### src/rtl/branch_pkg.sv
// Shared definitions for the branch resolution unit: condition encodings,
// BHT counter states and the real-branch test.
package branch_pkg;

    localparam logic [2:0] BR_BLTZ = 3'b000;
    localparam logic [2:0] BR_BGEZ = 3'b001;
    localparam logic [2:0] BR_BEQ  = 3'b100;
    localparam logic [2:0] BR_BNE  = 3'b101;
    localparam logic [2:0] BR_BLEZ = 3'b110;
    localparam logic [2:0] BR_BGTZ = 3'b111;

    localparam logic [1:0] SNT = 2'b00;
    localparam logic [1:0] WNT = 2'b01;
    localparam logic [1:0] WT  = 2'b10;
    localparam logic [1:0] ST  = 2'b11;

    // Encodings 010 and 011 are the only non-branch ops.
    function automatic logic is_branch(input logic [2:0] br_op);
        return br_op[2] || !br_op[1];
    endfunction

endpackage

### src/rtl/branch_bht.sv
// Branch history table of 2-bit saturating counters with an asynchronous
// read port for fetch and one saturating update port for resolution.
module branch_bht
    import branch_pkg::*;
#(
    parameter int ENTRIES = 16,
    parameter int IDX     = $clog2(ENTRIES)
) (
    input  logic           clk,
    input  logic           rst,
    input  logic [IDX-1:0] rd_idx,
    output logic           rd_taken,
    input  logic           wr_en,
    input  logic [IDX-1:0] wr_idx,
    input  logic           wr_taken
);

    logic [1:0] ctr [ENTRIES];
    logic [1:0] wr_old;
    logic [1:0] wr_new;

    // Read sees the stored value, so a same-cycle update is not forwarded.
    assign rd_taken = ctr[rd_idx][1];
    assign wr_old   = ctr[wr_idx];

    always_comb begin
        wr_new = wr_old;
        if (wr_taken && wr_old != ST) begin
            wr_new = wr_old + 2'd1;
        end else if (!wr_taken && wr_old != SNT) begin
            wr_new = wr_old - 2'd1;
        end
    end

    always_ff @(posedge clk or posedge rst) begin
        if (rst) begin
            for (int i = 0; i < ENTRIES; i++) begin
                ctr[i] <= WNT;
            end
        end else if (wr_en) begin
            ctr[wr_idx] <= wr_new;
        end
    end

endmodule

### src/rtl/branch_resolver.sv
// Resolves conditional branches on signed operands, registers the outcome,
// trains the BHT and counts mispredictions with saturation.
module branch_resolver
    import branch_pkg::*;
#(
    parameter int WIDTH       = 32,
    parameter int PC_WIDTH    = 32,
    parameter int BHT_ENTRIES = 16,
    parameter int CNT_WIDTH   = 16
) (
    input  logic                 Clk,
    input  logic                 Rst,
    input  logic [PC_WIDTH-1:0]  Fetch_PC,
    output logic                 Predict_Taken,
    input  logic                 Valid_In,
    input  logic                 Stall,
    input  logic                 Flush,
    input  logic [WIDTH-1:0]     A,
    input  logic [WIDTH-1:0]     B,
    input  logic [2:0]           BrOp,
    input  logic [PC_WIDTH-1:0]  Br_PC,
    input  logic                 Pred_Taken,
    output logic                 Valid_Out,
    output logic                 Take_Branch,
    output logic                 Mispredict,
    output logic [CNT_WIDTH-1:0] Mispredict_Count
);

    localparam int IDX = $clog2(BHT_ENTRIES);

    logic outcome;
    logic accept;
    logic mispredict_now;
    logic a_neg;
    logic a_zero;
    logic unused_pc_bits;

    // PCs are word aligned and only the index bits select a counter.
    assign unused_pc_bits = ^{Fetch_PC[PC_WIDTH-1:IDX+2], Fetch_PC[1:0],
                              Br_PC[PC_WIDTH-1:IDX+2], Br_PC[1:0]};

    assign a_neg  = A[WIDTH-1];
    assign a_zero = (A == '0);

    always_comb begin
        outcome = 1'b0;
        case (BrOp)
            BR_BEQ:  outcome = (A == B);
            BR_BNE:  outcome = (A != B);
            BR_BLEZ: outcome = a_neg || a_zero;
            BR_BGTZ: outcome = !a_neg && !a_zero;
            BR_BLTZ: outcome = a_neg;
            BR_BGEZ: outcome = !a_neg;
            default: outcome = 1'b0;
        endcase
    end

    assign accept         = Valid_In && !Stall && !Flush;
    assign mispredict_now = (outcome != Pred_Taken);

    branch_bht #(
        .ENTRIES (BHT_ENTRIES),
        .IDX     (IDX)
    ) u_bht (
        .clk      (Clk),
        .rst      (Rst),
        .rd_idx   (Fetch_PC[IDX+1:2]),
        .rd_taken (Predict_Taken),
        .wr_en    (accept && is_branch(BrOp)),
        .wr_idx   (Br_PC[IDX+1:2]),
        .wr_taken (outcome)
    );

    // Flush beats Stall; Take_Branch keeps the last resolved outcome when idle.
    always_ff @(posedge Clk or posedge Rst) begin
        if (Rst) begin
            Valid_Out        <= 1'b0;
            Take_Branch      <= 1'b0;
            Mispredict       <= 1'b0;
            Mispredict_Count <= '0;
        end else if (Flush) begin
            Valid_Out  <= 1'b0;
            Mispredict <= 1'b0;
        end else if (!Stall) begin
            Valid_Out  <= Valid_In;
            Mispredict <= Valid_In && mispredict_now;
            if (Valid_In) begin
                Take_Branch <= outcome;
                if (mispredict_now && Mispredict_Count != '1) begin
                    Mispredict_Count <= Mispredict_Count + CNT_WIDTH'(1);
                end
            end
        end
    end

endmodule

### config.mk
export PLATFORM = sky130hd
export DESIGN_NAME = branch_resolver
export DESIGN_NICKNAME = d
export VERILOG_FILES = /design/src/rtl/branch_pkg.sv /design/src/rtl/branch_bht.sv /design/src/rtl/branch_resolver.sv
export SDC_FILE = /design/constraint.sdc
export NUM_CORES = 1
export LEC_CHECK = 0
export ABC_CLOCK_PERIOD_IN_PS = 2700
export CAP_MARGIN = 20
export CORE_UTILIZATION = 41
export DETAILED_ROUTE_END_ITERATION = 6
export GPL_ROUTABILITY_DRIVEN = 0
export HOLD_SLACK_MARGIN = 0.12
export MAX_ROUTING_LAYER = met4
export PLACE_DENSITY_LB_ADDON = 0.15
export SLEW_MARGIN = 30
export SYNTH_ARGS = -nofsm -noshare
export SYNTH_HDL_FRONTEND = slang
export SYNTH_SLANG_ARGS = --single-unit
### constraint.sdc
create_clock -name Clk -period 2.7 [get_ports Clk]
set_input_delay 0.81 -clock Clk [delete_from_list [all_inputs] [get_ports Clk]]
set_output_delay 0.81 -clock Clk [all_outputs]
set_load 0.05 [all_outputs]
==> results of run 1 <==
## logic make-up (layout without fill, tap and decap cells)
logic type | Yosys count | count (layout) | synth area share
simple gates | 113 | 113 | 0.188
flops | 51 | 51 | 0.409
mux | 34 | 34 | 0.170
xor+xnor | 49 | 50 | 0.140
fa+ha+maj | 3 | 3 | 0.0119
buf+inv | 15 | 165 | 0.0205
compound gates | 28 | 29 | 0.0601
## layout make-up
type	instances	area, sq um	area share
Clock buffer	6	72.6	0.0140
Clock inverter	2	13.8	0.00266
Inverter	5	18.8	0.00362
Multi-Input combinational cell	229	2330	0.451
Sequential cell	51	1300	0.250
Tap cell	99	124	0.0239
Timing Repair Buffer	152	1320	0.255
## layout by cell type (no fill, tap or decap), drive strengths merged, types with 2 or more instances in the layout
master          n
a21oi           9
a31oi           2
and3            3
and4            2
buf            92
clkbuf         15
clkdlybuf4s15  12
clkdlybuf4s50  29
clkinv          2
dfrtp          35
dfstp          16
dlygate4sd2    10
ha              3
inv             5
mux2           18
mux2i           2
mux4           14
nand2          27
nand2b          4
nand3          10
nand4           8
nand4b          2
nor2           18
nor2b           2
nor3           10
nor3b           2
nor4           15
nor4b           5
o21ai          12
or2             3
xnor2           5
xor2           45
## cells in the mapped netlist (4+ instances only)
master | instances | share of area
nor3_1 | 10 | 0.016
dfrtp_1 | 35 | 0.28
nand4_1 | 8 | 0.016
nor4b_1 | 5 | 0.014
dfstp_2 | 16 | 0.13
nand2b_1 | 4 | 0.0079
inv_1 | 4 | 0.0047
nand3_1 | 10 | 0.016
o21ai_0 | 8 | 0.013
xor2_1 | 44 | 0.12
nor2_1 | 18 | 0.021
nand2_1 | 27 | 0.032
a21oi_1 | 9 | 0.014
nor4_1 | 15 | 0.030
buf_2 | 4 | 0.0063
mux4_2 | 14 | 0.10
mux2_2 | 17 | 0.060
## flip-flops by register name, summed over array words and instances, names as in the netlist
signal	count
Take_Branch	1
u_bht.ctr	32
Mispredict_Count	16
Mispredict	1
Valid_Out	1
## what timing repair did
item / CTS / global route
resized for setup: 284 / 49
pin swaps: 64 / 26
hold buffers: 0 / 0
gates cloned: 2 / 0
setup buffers: 10 / 6
endpoints found under the setup margin: 50 / 50
## through the flow
stage               TNS, ns  worst slack [ns]  std cells  power [mW]
floorplan             -7.38            -0.372        293        1.54
global placement     -43.75             -1.06        521        1.87
detailed placement   -46.26             -1.14        521        1.90
CTS                   -5.20            -0.263        541        2.59
global route          -8.61            -0.296        544        2.87
finish                -5.11            -0.262        544        2.75
## per-layer routing
layer	up-vias	share of wire
met5	-	0
met4	0	0.014
met3	19	0.056
met2	101	0.51
met1	1439	0.42
li1	1385	-
## power by group through the flow
stage | registers [mW] | logic [mW] | clock network, mW
2_1_floorplan | 1.10 | 0.447 | 0
5_1_grt | 1.04 | 1.35 | 0.479
3_3_place_gp | 1.02 | 0.850 | 0
4_1_cts | 1.02 | 1.12 | 0.448
3_5_place_dp | 1.03 | 0.874 | 0
6_report | 1.03 | 1.28 | 0.443
## worst reg2reg max path, stage by stage, from the launching register on
cell,delay (ns)
dfrtp_1,0.42
mux4_2,0.51
mux2_2,0.31
o21ai_4,0.16
buf_6,0.14
ha_4,0.15
nand2_4,0.06
a221oi_4,0.34
a31oi_4,0.12
mux2_4,0.31
## path summary, 6_finish.rpt
check | endpoint | start
worst max-delay path | Predict_Taken | Fetch_PC[2]
worst min-delay path | u_bht.ctr[20]$_DFFE_PP1P_ | u_bht.ctr[20]$_DFFE_PP1P_
worst max register to register | u_bht.ctr[27]$_DFFE_PP0P_ | u_bht.ctr[19]$_DFFE_PP0P_
worst min register to register | u_bht.ctr[20]$_DFFE_PP1P_ | u_bht.ctr[20]$_DFFE_PP1P_
max in group asynchronous | u_bht.ctr[0]$_DFFE_PP1P_ | Rst
min in group asynchronous | u_bht.ctr[31]$_DFFE_PP0P_ | Rst
==> metrics.md, run 1 <==
| Metric | Value |
|---|---|
| Outcome | finished, violations left |
| Violated checks | setup timing |
| FF+latch count, synth | 51 |
| Setup WS post-layout | -0.262 ns |
| Sw Share | 0.375 |
| Hold path depth | 2 |
| Setup slack, reg-to-reg | 0.08 ns |
| Most Used Layer, Global Route | met2 |
| PortBufs | 100 |
| Met2 GRT Util | 0.424 |
| Measured slew at the worst slew-check pin | 0.781 ns |
| Top_reg_cell synth | dfrtp_1 |
| Final Critical Period | 2.96 ns |
| Root Driver | clkbuf_8 |
| Clock Power Share | 0.161 |
| Buf+Inv Stages, Crit Path | 3 |
| Critical Path Slowest Stage Cell | mux4_2 |
| Nature of the critical path startpoint | input pin |
| Post-synth ARST share | 1.00 |
| CP arrival | 2.15 ns |
| Worst path top cell family by delay | multiplexers |
| Leakage | between 2 and 2.5 nW |
| Layout Area Growth over Synthesis | 63.5% |
| Number of global-route vias before repair | 3108 |
| Die width | 89.9 um |
| Max-cap check violation count | 0 |
| Clk_skew | 0.0110 ns |
| Worst-path clk slew | 0.09 ns |
| Fin crit share | 1.10 |
| CTS max path bufs | 2 |
| Antenna violations before repair | 0 |
| CTS tree | done |
| ANT cells | 0 |
| CP endpoint kind | output port |
| Slew HR | 0.478 |
| Clk_lat worst skew | 0.31 ns |
| Setup CP Type | in2out |
| Post-Syn Nets | around 430 |
| Final-stage net count | between 500 and 600 |
| Final hold viol count | 0 |
| Initial Util | 0.430 |
| Final setup violation count | 47 |
| Num CTS Buffers | 5 |
| Met1 global-route usage | 0.331 |
| HP Class | reg2reg |
| CP Cell Sequence | buf_6, buf_4, mux4_2, mux4_2, buf_8 |
| Syn Inst Count | 293 |
| RSZ-0062 raised after global routing | yes |
| CP Depth | 5 |
| Total clock sinks | 51 |
| Post-DP HPWL | about 7000 um |
| Top cell by count, worst path | mux4_2 |
| Synthesized area | 0.00317 sq mm |
| Logic pwr share | 0.465 |
| Post-synth EDFFs | 0 |
| Seq/Total Area, Yosys | 0.409 |
| GRT Residual Overflow | 0 |
| Syn. warnings | 0 |
| Design Area, Final | approximately 0.0052 sq mm |
| Largest net degree at the start of global routing | 31 |
| CORE AREA | ~0.0074 sq mm |
| M3 GR Usage | 0.0448 |
| Core Rows | 31 |
| Number of fillers in the final layout | 542 |
| H-tree Lvls | 2 |
| CP max stage delay | about 0.51 ns |
| Die area | approximately 0.0081 sq mm |
| GRT Util Overall | 0.256 |
| Fin util | 0.703 |
| F_max | 338 MHz |
| Drt wl/cell | 18.1 um |
| Net Sw Power | 1.03 mW |
| Slew Viols, Final | 0 |
| Chip height | around 90 um |
| Routed vias | 2944 |
| Post-detailed-route count of antenna-violating nets | 0 |
| CP Max Fanout | 2 |
| Worst hold margin | 0.483 ns |
| Peak supply drop | 0.000272 V |
| Mapped Avg Cell Area | 10.8 sq um |
| Vias per inst | 5.41 |
| Initial DRT Pass Iterations | 4 |
| Int Pwr | 1.72 mW |
| Netlist cell types | 44 |
| Fraction of layout cells with a size suffix above 1 | 0.497 |
| Req. time, crit path | 1.89 ns |
| First-pass GRT wire length | 15800 um |
| IO Pins | 157 |
| R2R depth | 9 |
| Number of remaining DRC errors | 0 |
| DP Area | ~0.0046 sq mm |
| Seq pwr share | 0.374 |
| 1st-iter DRT viols | 157 |
| Total Wirelength | 9870 um |
| Power per Cell Area | 531 mW/mm^2 |
(Power assumes the default switching activity.)
==> run 2: changes to the inputs <==
CORE_MARGIN = 3   (was default)
==> metrics.md, run 2 (synthesized netlist as in run 1, its figures left out) <==
| Metric | Value |
|---|---|
| Outcome | finished, violations left |
| Violated checks | setup timing |
| Num CTS Buffers | 5 |
| CP Cell Sequence | buf_2, mux4_2, mux2_2, o21ai_4, inv_2, ha_4, buf_6, a221oi_4, a31oi_4, mux2_4 |
| Vias per inst | 5.32 |
| GRT Residual Overflow | 0 |
| Nature of the critical path startpoint | input pin |
| CP arrival | 3.10 ns |
| CTS max path bufs | 2 |
| Commonest non-fill, non-tap cell in the layout | xor2_1 |
| Commonest non-fill, non-tap cells in the layout | xor2_1, dfrtp_1, buf_4, buf_2, clkdlybuf4s50_1 |
| Place WS | -1.16 ns |
| GRT Util Overall | 0.221 |
| Largest regs | u_bht.ctr: 32 flops, Mispredict_Count: 16 flops |
| Drt wl/cell | ~18 um |
| Fin crit share | 1.08 |
| Antenna violations before repair | 0 |
| Total Wirelength | around 9500 um |
| Number of global-route vias before repair | 2888 |
| Die width | 93.9 um |
| 1st-iter DRT viols | 180 |
| Measured slew at the worst slew-check pin | 0.699 ns |
| IO Pins | 157 |
| Total clock sinks | 51 |
| Initial Util | 0.430 |
| Setup WS post-layout | -0.208 ns |
| PortBufs | 100 |
| Setup CP Type | in2reg |
| Clk_skew | 0.0123 ns |
| Largest reg by FF count | u_bht.ctr |
| CP max stage delay | 0.50 ns |
| CP endpoint kind | flip-flop |
| Max-cap check violation count | 0 |
| Clk_lat worst skew | 0.32 ns |
| ANT cells | 0 |
| Worst path top cell family by delay | multiplexers |
| Leakage | 2.21 nW |
| Peak supply drop | 0.000253 V |
| Post-detailed-route count of antenna-violating nets | 0 |
| Final hold viol count | 0 |
| CP Max Fanout | 8 |
| First-pass GRT wire length | 14700 um |
| Req. time, crit path | 2.90 ns |
| HP Class | reg2reg |
| Slew Viols, Final | 0 |
| Die area | 0.00881 sq mm |
| CTS tree | done |
| Core Rows | 31 |
| RSZ-0062 raised after global routing | yes |
| CORE AREA | approximately 0.0074 sq mm |
| Critical Path Slowest Stage Cell | mux4_2 |
| Final Critical Period | between 2 and 3 ns |
| Power per Cell Area | between 500 and 600 mW/mm^2 |
| Slew HR | 0.533 |
| Max FFs per register | 32 |
| Number of remaining DRC errors | 0 |
| Placed instance count | 520 |
| Buf+Inv Stages, Crit Path | 3 |
| H-tree Lvls | 2 |
| Layout Area Growth over Synthesis | 58.9% |
| Initial DRT Pass Iterations | 4 |
| Final-stage net count | 576 |
| Largest net degree at the start of global routing | 32 |
| Routed vias | 2853 |
| F_max | 344 MHz |
| Worst-path clk slew | 0.10 ns |
| Post-DP HPWL | 6870 um |
| Fraction of layout cells with a size suffix above 1 | 0.497 |
| Cell Count, Final, Fillers Out | 536 |
| Root Driver | clkbuf_8 |
| Chip height | 93.9 um |
| Final setup violation count | 49 |
-- run 2: stage by stage --
| stage | util | area [sq um] | TNS (ns) | power [mW] | hold slack (ns) |
|---|---|---|---|---|---|
| after CTS | 0.667 | 4910 | -8.52 | 2.55 | 0.474 |
| after floorplan | - | 3210 | -7.38 | 1.54 | 0.441 |
| final | 0.683 | 5030 | -5.92 | 2.61 | 0.472 |
| after global placement | 0.619 | 4560 | -45.57 | 1.88 | 0.463 |
| after detailed placement | 0.619 | 4560 | -47.61 | 1.90 | 0.466 |
| after global routing | 0.683 | 5030 | -10.45 | 2.74 | 0.494 |
-- run 2: worst min-delay path, delay by kind of cell, from the launching register on --
| kind | cells | cell delay, ns |
|---|---|---|
| flops | 1 | 0.38 |
| compound gates | 1 | 0.05 |
| simple gates | 1 | 0.04 |
-- run 2: per-layer routing --
layer  vias to the layer above  GRT usage  wire length [um]
li1                       1361          -                 -
met1                      1386      0.287              3990
met2                        95      0.367              4880
met3                        11     0.0385               537
met4                         0     0.0409               123
met5                         -          -                 0
-- run 2: layout make-up --
cell class                      instances  area, sq um
Tap cell                               99          124
Timing Repair Buffer                  144         1220
Sequential cell                        51         1300
Clock buffer                            6         72.6
Inverter                                5         18.8
Fill cell                             571         2340
Multi-Input combinational cell        229         2290
Clock inverter                          2         12.5
-- run 2: where the power goes --
group	internal [mW]	total, mW	switching (mW)
sequential	0.913	1.02	0.108
clock	0.182	0.447	0.265
combinational	0.535	1.14	0.609
total	1.63	2.61	0.983
-- run 2: worst paths after layout --
kind                                                start                         to  slack (ns)  cells past startpoint
worst max-delay path                             Br_PC[3]  u_bht.ctr[21]$_DFFE_PP0P_       -0.21                     10
worst min-delay path            u_bht.ctr[10]$_DFFE_PP1P_  u_bht.ctr[10]$_DFFE_PP1P_        0.47                      2
worst min register to register  u_bht.ctr[10]$_DFFE_PP1P_  u_bht.ctr[10]$_DFFE_PP1P_        0.47                      2
min in group asynchronous                             Rst   u_bht.ctr[7]$_DFFE_PP0P_        0.83                      2
worst max register to register  u_bht.ctr[19]$_DFFE_PP0P_  u_bht.ctr[21]$_DFFE_PP0P_        0.04                      9
max in group asynchronous                             Rst  u_bht.ctr[12]$_DFFE_PP1P_        1.26                      3
-- run 2: repair_timing --
item / 4_1_cts / 5_1_grt
hold buffers: 0 / 0
gates resized for setup: 278 / 66
pin swaps: 58 / 47
hold endpoints to repair: 0 / 0
gates cloned: 2 / 0
endpoints found under the setup margin: 50 / 50
setup buffers: 5 / 3
